$ cat src/rtl/aip_ipcore_slave.sv
// rtl/aip_ipcore_slave.sv - AIP slave on the IP-core side: buffers, config/status, start/done sequencing
//
// Ports:
//   clk, resetn                      clock, asynchronous active-low reset
//   dataInAIP, dataOutAIP            bridge write data in / registered read data out
//   configAIP, readAIP, writeAIP     register/memory selector and one-cycle access strobes
//   startAIP                         one-cycle start strobe from the bridge
//   intAIP                           level interrupt, done & int_en
//   core_start, core_cfg, core_done  start pulse, CONFIG contents, completion pulse
//   core_in_addr, core_in_data       core read port of the input buffer (1-cycle latency)
//   core_out_we/addr/data            core write port of the output buffer
module aip_ipcore_slave #(
    parameter int          IN_DEPTH  = 16,
    parameter int          OUT_DEPTH = 16,
    parameter logic [31:0] IP_ID     = 32'h0000_1001,
    localparam int         IAW       = $clog2(IN_DEPTH),
    localparam int         OAW       = $clog2(OUT_DEPTH)
) (
    input  logic           clk,
    input  logic           resetn,
    input  logic [31:0]    dataInAIP,
    output logic [31:0]    dataOutAIP,
    input  logic [4:0]     configAIP,
    input  logic           readAIP,
    input  logic           writeAIP,
    input  logic           startAIP,
    output logic           intAIP,
    output logic           core_start,
    output logic [31:0]    core_cfg,
    input  logic           core_done,
    input  logic [IAW-1:0] core_in_addr,
    output logic [31:0]    core_in_data,
    input  logic           core_out_we,
    input  logic [OAW-1:0] core_out_addr,
    input  logic [31:0]    core_out_data
);

    localparam logic [4:0] A_MEM_IN  = 5'h00;
    localparam logic [4:0] A_PTR_IN  = 5'h01;
    localparam logic [4:0] A_MEM_OUT = 5'h02;
    localparam logic [4:0] A_PTR_OUT = 5'h03;
    localparam logic [4:0] A_CONFIG  = 5'h04;
    localparam logic [4:0] A_STATUS  = 5'h05;
    localparam logic [4:0] A_ID      = 5'h1F;

    typedef enum logic [1:0] {
        S_IDLE,
        S_RUN,
        S_DONE
    } seq_state_t;

    seq_state_t     state_q;
    seq_state_t     state_d;
    logic           start_d;
    logic           busy;
    logic           done;
    logic           int_en;
    logic           status_clr;
    logic [IAW-1:0] wp;
    logic [OAW-1:0] rp;
    logic [31:0]    cfg_q;
    logic [31:0]    rd_data;

    logic [31:0]    buf_in  [IN_DEPTH];
    logic [31:0]    buf_out [OUT_DEPTH];

    assign busy       = (state_q == S_RUN);
    assign done       = (state_q == S_DONE);
    assign intAIP     = done & int_en;
    assign core_cfg   = cfg_q;
    assign status_clr = writeAIP && (configAIP == A_STATUS) && dataInAIP[0];

    // Sequencer. A done-clear can only take effect out of DONE, so a
    // core_done arriving in RUN always wins over a simultaneous clear.
    always_comb begin
        state_d = state_q;
        start_d = 1'b0;
        case (state_q)
            S_IDLE: begin
                if (startAIP) begin
                    state_d = S_RUN;
                    start_d = 1'b1;
                end
            end
            S_RUN: begin
                if (core_done) begin
                    state_d = S_DONE;
                end
            end
            S_DONE: begin
                if (startAIP) begin
                    state_d = S_RUN;
                    start_d = 1'b1;
                end else if (status_clr) begin
                    state_d = S_IDLE;
                end
            end
            default: state_d = S_IDLE;
        endcase
    end

    // Host read mux, sampled against the pre-edge state so a same-cycle
    // write or core write is not visible until the following read.
    always_comb begin
        rd_data = '0;
        case (configAIP)
            A_PTR_IN:  rd_data = 32'(wp);
            A_MEM_OUT: rd_data = buf_out[rp];
            A_PTR_OUT: rd_data = 32'(rp);
            A_CONFIG:  rd_data = cfg_q;
            A_STATUS:  rd_data = {29'b0, int_en, done, busy};
            A_ID:      rd_data = IP_ID;
            default:   rd_data = '0;
        endcase
    end

    always_ff @(posedge clk or negedge resetn) begin
        if (!resetn) begin
            state_q      <= S_IDLE;
            core_start   <= 1'b0;
            wp           <= '0;
            rp           <= '0;
            cfg_q        <= '0;
            int_en       <= 1'b0;
            dataOutAIP   <= '0;
            core_in_data <= '0;
        end else begin
            state_q      <= state_d;
            core_start   <= start_d;
            core_in_data <= buf_in[core_in_addr];
            if (writeAIP) begin
                case (configAIP)
                    A_MEM_IN:  wp     <= wp + IAW'(1);
                    A_PTR_IN:  wp     <= dataInAIP[IAW-1:0];
                    A_PTR_OUT: rp     <= dataInAIP[OAW-1:0];
                    A_CONFIG:  cfg_q  <= dataInAIP;
                    A_STATUS:  int_en <= dataInAIP[2];
                    default:   ;
                endcase
            end
            if (readAIP) begin
                dataOutAIP <= rd_data;
                if (configAIP == A_MEM_OUT) begin
                    rp <= rp + OAW'(1);
                end
            end
        end
    end

    // Buffer storage is deliberately left out of reset.
    always_ff @(posedge clk) begin
        if (writeAIP && (configAIP == A_MEM_IN)) begin
            buf_in[wp] <= dataInAIP;
        end
        if (core_out_we) begin
            buf_out[core_out_addr] <= core_out_data;
        end
    end

endmodule

$ cat config.mk
export PLATFORM = sky130hd
export DESIGN_NAME = aip_ipcore_slave
export DESIGN_NICKNAME = d
export VERILOG_FILES = /design/src/rtl/aip_ipcore_slave.sv
export SDC_FILE = /design/constraint.sdc
export NUM_CORES = 1
export LEC_CHECK = 0
export ABC_AREA = 0
export BUFFER_PORTS_ARGS = -buffer_cell sky130_fd_sc_hd__buf_4
export CORE_MARGIN = 2
export CORE_UTILIZATION = 55
export CTS_CLUSTER_DIAMETER = 150
export CTS_CLUSTER_SIZE = 20
export DETAILED_ROUTE_END_ITERATION = 7
export PLACE_DENSITY = 0.8
export RECOVER_POWER = 50
export SLEW_MARGIN = 20
export SYNTH_ARGS = -nofsm -noshare
export SYNTH_HDL_FRONTEND = slang
export SYNTH_SLANG_ARGS = --single-unit
$ cat constraint.sdc
create_clock -name clk -period 3.6 [get_ports clk]
set_input_delay 0.72 -clock clk [delete_from_list [all_inputs] [get_ports clk]]
set_output_delay 0.72 -clock clk [all_outputs]
set_load 0.01 [all_outputs]
# After elaboration in Yosys (flattened, before gate mapping)
# Memory sizes are Yosys's and may differ from the RTL's. A register that Yosys moved wholly into a read port is not among the register bits.
# Cells that the tools add are included.
# totals
n_memories	2
register_bits	76
wordCells	52
mem_bits_rw	1024
inputBits	84
# mem_list
name	words	width	rd	rd_ports_with_merged_regs	write_ports	line_no	rtl
buf_in	16	32	1	1	1	64	logic [31:0] buf_in [IN_DEPTH];
buf_out	16	32	1	0	1	65	logic [31:0] buf_out [OUT_DEPTH];
# op_classes
n_bitwise	1
n_reduce_logical	12
mux	17
n_eq_ne	11
addsub	2
# ops
op	count
32-bit case mux with 6 select lines	1
4-bit 2-to-1 mux	4
5-bit by 2-bit == test with 1-bit output, second input constant	2
5-bit by 3-bit == test with 1-bit output, second input constant	2
4-bit by 1-bit adder with 4-bit output, second input constant	2
2-bit 2-to-1 mux	4
4-bit case mux with 2 select lines	1
1-bit 2-to-1 mux	6
2-bit case mux with 3 select lines	1
2-bit AND reduction	3
5-bit by 1-bit == test with 1-bit output, second input constant	1
5-bit == test, second input constant	1
5-bit zero test	1
2-bit != test, second input constant	2
1-bit logical AND	3
3-bit by 2-bit != test with 1-bit output, second input constant	1
3-bit AND reduction	1
2-bit by 1-bit == test with 1-bit output, second input constant	1
2-bit == test, second input constant	1
2-bit zero test	1
2-bit nonzero test	1
2-bit OR reduction	1
1-bit AND	1
1-bit zero test	1

# Longest topological paths before layout
# Gate-level depths: netlist of the first run.
# depth
ltp_word	6
mapped_depth	7
mapped_depth_nobuf	4

# Least setup slack after synthesis of the first run
# Ideal clock, no wire load.
# synth_timing
path_kind	in2reg
from	in configAIP[3]
to	mem buf_in[3][0] (enable)
path_stages	5
setup_time_ns	0.461
path_buffers	1
t_required_ns	3.139
setup_slack_ns	-0.877
t_arrival_ns	4.016
path_cell_list	buf_6 -> or4b_1 -> nor3_2 -> nand2_1 -> nor3_1
# synth_via
elab_chain_len	4
# synth_rtl
element	line_no	rtl
start: declaration	23	input logic [4:0] configAIP,
5-bit zero test	152	if (writeAIP && (configAIP == A_MEM_IN)) begin
1-bit logical AND	152	
1-bit 2-to-1 mux	152	
1-bit 2-to-1 mux (not written as such)	153	buf_in[wp] <= dataInAIP;
end: declaration	64	
# Every way passes these cells.

# Worst setup path in the final report of the first run
# layout_timing
from	reg rp[1]
to	reg dataOutAIP[13]
# layout_via
elab_chain_len	2
# layout_rtl
element	line_no	rtl
start: declaration	60	logic [OAW-1:0] rp;
start signal: assignment	135	A_PTR_OUT: rp <= dataInAIP[OAW-1:0];
start signal: assignment	144	rp <= rp + OAW'(1);
memory read 16 x 32 bit	n/a	
32-bit case mux with 6 select lines	106	case (configAIP)
end signal: assignment	142	dataOutAIP <= rd_data;
end: declaration	22	output logic [31:0] dataOutAIP,
# Every way passes these cells.
# A chain may end at the register's enable or synchronous reset.

==> results.yml, run 1 <==
run_status:
  status: "finished, violations left"
  violations: "max-capacitance violations, max-slew violations"
critical_path:
  path_cells: "buf_4 > mux4_2 > mux2_2 > a22oi_1 > nand3_1"
  endpoint_kind: "flip-flop"
  critical_path.top_delay_family: "flip-flops"
  slowest_stage: "dfrtp_4"
  critPathLaunchType: "flip-flop"
  criticalPathCategory: "flip-flop to flip-flop"
  cp_max_fo: 55
  worst-path-buf-inv: 1
  slowest_delay_ns: 1.04
  cp.required_ns: 4.10
  cp.arrival_ns: 3.29
synth:
  netlist_instances: 1879
  syn_area_um2: 43100
  synth_seq_area_share_pct: 77.7
  ys_async_sr_fraction_pct: 9.54
  yosysWarnings: 0
  synth_seq_cells: 1132
  avgSynthCellArea_um2: 22.9
  synth.distinct_cells: 55
  synth_ff_type: "edfxtp_1"
  synth_edf_count: 1024
  synth_nets: 1968
clock_network:
  cts_root_buf: "clkbuf_16"
  cts-hold-fix-buffers: 0
  cts_buffers: 66
  cts_tree: "yes"
  cts_setup_buffers: 0
  clockBufferDepth: 3
  cts_max_level: 3
  cts.sinks: 1132
  clk_pin_slew_ns: 0.08
  clk_latency_ns: 0.63
  cts_resized: 0
detailed_routing:
  wirelength_mm: 96.4
  routedWlPerCell_um: 30.2
  firstDrtPassIters: 8
  vias_per_cell: 6.38
  drtIter0Drc: 2549
  drc: 0
  antenna_left: 0
  vias: 20347
grt:
  top_usage_layer: "met2"
  met1_usage_pct: 33.6
  grt_pass1_wl_mm: 144
  grt_max_degree: 81
  grt_pass1_vias: 21117
  gr-total-overflow: 0
  use_met3_pct: 4.54
  grt_antenna_before_repair: 9
  use_met2_pct: 40.9
  grtUsageTotal_pct: 24.4
timing:
  fmax_mhz: 358
  finalHoldViolCount: 0
  slew_headroom_pct: -67.2
  layout_worst_path_cycle_share_pct: 77.6
  slew_viol_final: 120
  skew_ns: 0.0233
  setup_violations: 0
  tightest_slew_ns: 2.51
  rsz0062_at_grt: "no"
  tns_ns: 0
  period_needed_ns: 2.79
floorplan:
  ios: 182
  fp.dieH_um: 284
  dieArea_um2: 80500
  initial_core_util_pct: 55.6
  core_area_um2: 77500
  rows: 102
  die_x_um: 284
run:
  maxCapViolations: 4
place:
  dpl.hpwl_mm: 56.7
  gp_congestion: 0.863
  io_buffers: 181
layout:
  fin_nets: 2182
  area_delta_synth_final_pct: 11.6
  final_common_cell: "edfxtp_1"
  finish.utilization_pct: 62.0
  final_cell_mix: "edfxtp_1, mux4_2, buf_4"
  drive_above_1_share_pct: 31.3
power:
  p_leak_nw: 15.4
  peakVddDrop_uv: 374
  power_density_nw_per_um2: 541
hold_path:
  hp-class: "input port to flip-flop"
==> synthesized netlist by cell type (7+ instances only) <==
cell type  count  area share, %
clkbuf_1      39           0.34
mux2_2        94            2.5
nand3_1       66           0.77
nor2_1        30           0.26
edfxtp_1    1024             71
nand2_1       47           0.41
buf_1          7          0.061
dfrtp_1      108            6.3
nor3_1        11           0.13
buf_2         41           0.48
mux4_2       289             15
a22oi_1       30           0.52
==> power by group <==
| group | internal (mW) | leakage, nW | switching [mW] |
|---|---|---|---|
| logic | 1.71 | 3.85 | 1.44 |
| clock network | 3.72 | 0.941 | 4.01 |
| registers | 14.6 | 10.6 | 0.502 |
==> path summary, 6_finish.rpt <==
kind                       slack (ns)  cells past startpoint               to      startpoint
min in group asynchronous        0.84                      1  core_in_data[4]          resetn
min reg2reg                      0.50                      2   dataOutAIP[16]  dataOutAIP[16]
min                              0.34                      2       state_q[1]       core_done
max                              0.81                      5   dataOutAIP[13]           rp[1]
max in group asynchronous        1.02                      1            rp[0]          resetn
max reg2reg                      0.81                      5   dataOutAIP[13]           rp[1]
==> stage by stage <==
stage,power [mW],hold WS (ns),cell area (µm²),instances,setup slack [ns]
after floorplan,17.3,0.424,43100,1879,-0.0216
after global placement,18.5,0.477,46300,3065,0.566
after detailed placement,18.6,0.478,46300,3065,0.513
after CTS,26.2,0.220,48300,3186,0.780
after global routing,26.8,0.325,48000,3188,0.487
final,26.0,0.337,48000,3190,0.806
==> flip-flops by register name, indices dropped and copies added, names as in the netlist <==
signal	cells
dataOutAIP	32
core_cfg	32
int_en	1
wp	4
rp	4
buf_out	512
core_in_data	32
core_start	1
state_q	2
buf_in	512
==> cell families after synthesis <==
logic type | share of synthesized area (%)
flops | 77.7
mux | 17.7
simple gates | 2.22
buf+inv | 1.15
compound gates | 1.07
fa+ha+maj | 0.145
xor+xnor | 0.0203
==> area by class of cell <==
cell class	count	area, µm²
antenna	4	10.0
multi-input combinational	643	9330
sequential	1132	33500
clock inverter	2	17.5
tap	1040	1300
clock buffer	119	1960
fill	5060	29400
timing repair buffer	243	1930
inverter	7	26.3
==> layer usage <==
metal  vias up  routed length, µm
met5         -                 54
met4         8               2050
met3       147               8470
met2      1031              49200
met1     10853              36600
li1       8308                  -
No activity file was read; power rests on OpenSTA's default activity.
==> inputs of run 2 (changes only) <==
--- a/config.mk
+++ b/config.mk
@@ -8,11 +8,11 @@
 export ABC_AREA = 0
 export BUFFER_PORTS_ARGS = -buffer_cell sky130_fd_sc_hd__buf_4
 export CORE_MARGIN = 2
-export CORE_UTILIZATION = 55
+export CORE_UTILIZATION = 61
 export CTS_CLUSTER_DIAMETER = 150
 export CTS_CLUSTER_SIZE = 20
 export DETAILED_ROUTE_END_ITERATION = 7
-export PLACE_DENSITY = 0.8
+export PLACE_DENSITY = 0.84
 export RECOVER_POWER = 50
 export SLEW_MARGIN = 20
 export SYNTH_ARGS = -nofsm -noshare
==> constraint.sdc (replaced) <==
create_clock -name clk -period 2.6 [get_ports clk]
set_input_delay 0.52 -clock clk [delete_from_list [all_inputs] [get_ports clk]]
set_output_delay 0.52 -clock clk [all_outputs]
set_load 0.01 [all_outputs]
==> results.yml, run 2 (synthesized netlist as in run 1, its figures left out) <==
critical_path:
  rrSetupSlack_ns: 0.17
  reg2regPathDepth: 5
  criticalPathCategory: "flip-flop to flip-flop"
  endpoint_kind: "flip-flop"
  worst-path-buf-inv: 1
  critical_path.top_delay_family: "multiplexers"
  cp_max_fo: 23
  slowest_stage: "dfrtp_4"
  path_cells: "buf_12 > mux4_2 > mux2_2 > a22oi_1 > nand3_1"
  slowest_delay_ns: 0.60
  cp.required_ns: 3.10
  r2r_start: "rp[0]"
  cp.arrival_ns: 2.93
  critPathLaunchType: "flip-flop"
  regToRegEndpoint: "dataOutAIP[25]"
layout:
  final_cell_mix: "edfxtp_1, mux4_2, buf_4"
  fillers: 4015
  drive_above_1_share_pct: 32.7
  final_common_cell: "edfxtp_1"
  biggestRegsByFlops: "buf_in (512), buf_out (512)"
  area_delta_synth_final_pct: 12.9
  fin_nets: 2230
run:
  maxCapViolations: 0
clock_network:
  cts_max_level: 3
  cts_tree: "yes"
  clk_latency_ns: 0.64
  cts_buffers: 66
  clockBufferDepth: 3
  clk_pin_slew_ns: 0.09
  cts_root_buf: "clkbuf_16"
  cts.sinks: 1132
  cts_setup_buffers: 0
timing:
  rsz0062_at_grt: "no"
  setup_violations: 0
  period_needed_ns: 2.43
  tightest_slew_ns: 1.23
  slew_viol_final: 0
  slew_headroom_pct: 18.1
  skew_ns: 0.0375
  tns_ns: 0
  whs_ns: 0.145
  layout_worst_path_cycle_share_pct: 93.3
  finalHoldViolCount: 0
  fmax_mhz: 412
hold_path:
  hp-class: "input port to flip-flop"
  hp-start: "core_done"
  holdPathEnd: "state_q[1]"
  hold_path_depth: 2
place:
  dpl.hpwl_mm: 60.3
  gp_congestion: 0.849
  io_buffers: 181
detailed_routing:
  antenna_left: 0
  vias: 20916
  routedWlPerCell_um: 32.3
  vias_per_cell: 6.67
  met1_length_mm: 35.6
  routed-wl-met3_mm: 8.67
  dr.max_layer_used: "met5"
  drc: 0
  firstDrtPassIters: 5
  drtIter0Drc: 2912
  wirelength_mm: 101
  wl_met2_mm: 53.3
floorplan:
  ios: 182
  fp.dieH_um: 270
  die_x_um: 270
  dieArea_um2: 72700
  rows: 97
  initial_core_util_pct: 61.6
  core_area_um2: 69900
grt:
  grt_pass1_wl_mm: 148
  grt_antenna_before_repair: 8
  grt_pass1_vias: 22066
  grtUsageTotal_pct: 28.3
  grt_max_degree: 47
  gr-total-overflow: 0
power:
  power_density_nw_per_um2: 747
  p_leak_nw: 15.8
  peakVddDrop_uv: 663
run_status:
  status: "finished clean"
[run 2: cell type report]
class | count | area (µm²) | share of cell area, %
clock buffer | 119 | 1960 | 4.02
tap | 940 | 1180 | 2.42
inverter | 7 | 26.3 | 0.0540
sequential | 1132 | 33500 | 68.8
antenna | 2 | 5.00 | 0.0103
clock inverter | 2 | 17.5 | 0.0360
multi-input combinational | 643 | 9370 | 19.3
timing repair buffer | 291 | 2610 | 5.36
[run 2: through the flow]
step | worst slack [ns] | total power, mW | cells | util, % | instance area (µm²)
2_1_floorplan | -0.437 | 24.1 | 1879 | - | 43300
6_report | 0.174 | 36.3 | 3136 | 69.6 | 48600
5_1_grt | 0.0605 | 37.3 | 3135 | 69.6 | 48600
3_3_place_gp | 0.0744 | 25.7 | 3012 | 67.3 | 47000
3_5_place_dp | 0.0279 | 26.0 | 3012 | 67.3 | 47000
4_1_cts | 0.189 | 36.5 | 3134 | 70.1 | 49000
[run 2: repair_timing]
item / CTS / global route
resized for setup: 0 / 0
hold buffers: 1 / 0
hold endpoints to repair: 37 / 0
[run 2: worst max path at each step]
stage / startpoint / to / slack [ns] / cells after the start
global placement: configAIP[2] / buf_in[0][16] / 0.07 / 7
floorplan: configAIP[3] / buf_in[3][0] / -0.44 / 5
CTS: rp[0] / dataOutAIP[25] / 0.19 / 5
detailed placement: configAIP[2] / buf_in[0][16] / 0.03 / 7
finish: rp[0] / dataOutAIP[25] / 0.17 / 5
global route: resetn / core_in_data[23] / 0.06 / 3
[run 2: layer usage]
metal	vias up	GRT usage (%)
met3	236	5.47
met2	1183	48.5
li1	8409	-
met4	8	10.1
met5	-	0
met1	11080	36.9
[run 2: where the power goes]
part           switching (mW)  internal [mW]
Clock                    5.60           5.15
Combinational            2.33           2.52
Sequential              0.485           20.2
==> inputs of run 3 (changes only) <==
--- a/config.mk
+++ b/config.mk
@@ -7,8 +7,10 @@
 export LEC_CHECK = 0
 export ABC_AREA = 0
 export BUFFER_PORTS_ARGS = -buffer_cell sky130_fd_sc_hd__buf_4
+export CELL_PAD_IN_SITES_DETAIL_PLACEMENT = 2
+export CELL_PAD_IN_SITES_GLOBAL_PLACEMENT = 2
 export CORE_MARGIN = 2
-export CORE_UTILIZATION = 61
+export CORE_UTILIZATION = 49
 export CTS_CLUSTER_DIAMETER = 150
 export CTS_CLUSTER_SIZE = 20
 export DETAILED_ROUTE_END_ITERATION = 7
==> results.yml, run 3 (synthesized netlist as in run 1, its figures left out) <==
critical_path:
  rrSetupSlack_ns: 0.14
  reg2regPathDepth: 6
  endpoint_kind: "flip-flop"
  slowest_stage: "dfrtp_4"
  regToRegEndpoint: "dataOutAIP[22]"
  slowest_delay_ns: 0.56
  path_common_cell: "buf_12"
  critPathLaunchType: "flip-flop"
  worst-path-buf-inv: 2
  cp_max_fo: 16
  criticalPathCategory: "flip-flop to flip-flop"
  critical_path.top_delay_family: "multiplexers"
  cp.arrival_ns: 2.96
  r2r_start: "rp[0]"
  cp.required_ns: 3.10
  path_cells: "buf_12 > buf_12 > mux4_2 > mux2_2 > a22oi_1 > nand3_1"
floorplan:
  die_x_um: 300
  core_area_um2: 86900
  dieArea_um2: 90200
  ios: 182
  initial_core_util_pct: 49.5
  rows: 108
  fp.dieH_um: 300
place:
  gp_congestion: 0.789
  io_buffers: 181
  dp_cells: 3222
  dpl.hpwl_mm: 79.1
  place_area_um2: 47300
timing:
  slew_headroom_pct: -9.60
  slew_viol_final: 51
  whs_ns: 0.141
  skew_ns: 0.0241
  tns_ns: 0
  rsz0062_at_grt: "no"
  finalHoldViolCount: 0
  setup_violations: 0
  fmax_mhz: 407
  period_needed_ns: 2.46
  layout_worst_path_cycle_share_pct: 94.5
  tightest_slew_ns: 1.64
clock_network:
  cts_buffers: 66
  clk_latency_ns: 0.63
  cts.sinks: 1132
  cts_max_level: 3
  clockBufferDepth: 3
  cts_resized: 0
  clk_pin_slew_ns: 0.09
  cts_tree: "yes"
  cts_root_buf: "clkbuf_16"
layout:
  regArea_um2: 33500
  post-route-cell-area_um2: 49000
  final_common_cell: "edfxtp_1"
  finish.utilization_pct: 56.4
  area_delta_synth_final_pct: 13.8
  final_cell_mix: "edfxtp_1, mux4_2, buf_4"
  fillers: 7027
  multi_input_area_um2: 9420
  final-instance-count-excl-fill: 3352
  biggestRegsByFlops: "buf_in (512), buf_out (512)"
  fin_nets: 2234
  drive_above_1_share_pct: 33.4
hold_path:
  holdPathEnd: "state_q[1]"
  hp-start: "core_done"
  hp-class: "input port to flip-flop"
  hold_path_depth: 2
run_status:
  status: "finished, violations left"
  violations: "max-capacitance violations, max-slew violations"
detailed_routing:
  firstDrtPassIters: 5
  drc: 0
  antenna_left: 0
  routedWlPerCell_um: 37.4
  vias: 21195
  drtIter0Drc: 2075
  vias_per_cell: 6.32
  wirelength_mm: 125
power:
  peakVddDrop_uv: 496
  power_density_nw_per_um2: 759
  p_leak_nw: 15.8
grt:
  use_met3_pct: 5.12
  grt_pass1_wl_mm: 180
  met1_usage_pct: 37.1
  top_usage_layer: "met2"
  use_met2_pct: 48.8
  grt_pass1_vias: 23417
  gr-total-overflow: 0
  grtUsageTotal_pct: 28.2
  grt_antenna_before_repair: 9
  grt_max_degree: 51
run:
  maxCapViolations: 1
==> run 3: cell types whose count changed in the layout (fill, tap and decap cells not counted), moves of 2 or more <==
| cell | delta |
|---|---|
| nor2_1 | -4 |
| clkbuf_1 | -10 |
| buf_12 | +2 |
| buf_4 | +8 |
| nor2_4 | +4 |
==> run 3: worst max path at each step <==
stage                             from        endpoint  cells after the start
after floorplan           configAIP[3]    buf_in[3][0]                      5
after global placement    configAIP[2]   buf_in[3][21]                      7
after detailed placement  configAIP[2]   buf_in[2][18]                      7
after CTS                        rp[0]  dataOutAIP[30]                      6
after global routing            resetn    core_cfg[22]                      3
final                            rp[0]  dataOutAIP[22]                      6
==> run 3: timing repair <==
item,4_1_cts,5_1_grt
hold buffers,1,0
pin swaps,0,0
hold endpoints to repair,48,0
setup buffers,6,3
setup endpoints to repair,1,1
==> run 3: power breakdown <==
group	switching (mW)	internal, mW
Clock	5.92	5.14
Combinational	2.63	2.70
Sequential	0.546	20.2
==> run 3: cell type report <==
type,count,share of cell area [%]
Timing Repair Buffer,295,5.48
Antenna cell,2,0.0102
Tap cell,1155,2.95
Clock inverter,2,0.0357
Clock buffer,116,3.97
Inverter,7,0.0536
Multi-Input combinational cell,643,19.2
Sequential cell,1132,68.3
==> run 3: layer usage <==
layer  wire length [µm]  up-vias
met5                 95        -
met4               3240       12
met3               7620      209
met2              65600      832
met1              48900    11725
li1                   -     8417
==> run 3: through the flow <==
stage                     total power [mW]  setup slack (ns)
after global routing                  38.2            0.0658
final                                 37.2             0.142
after detailed placement              26.4           -0.0283
after global placement                26.0            0.0409
after CTS                             37.4            0.0839
after floorplan                       24.1            -0.437
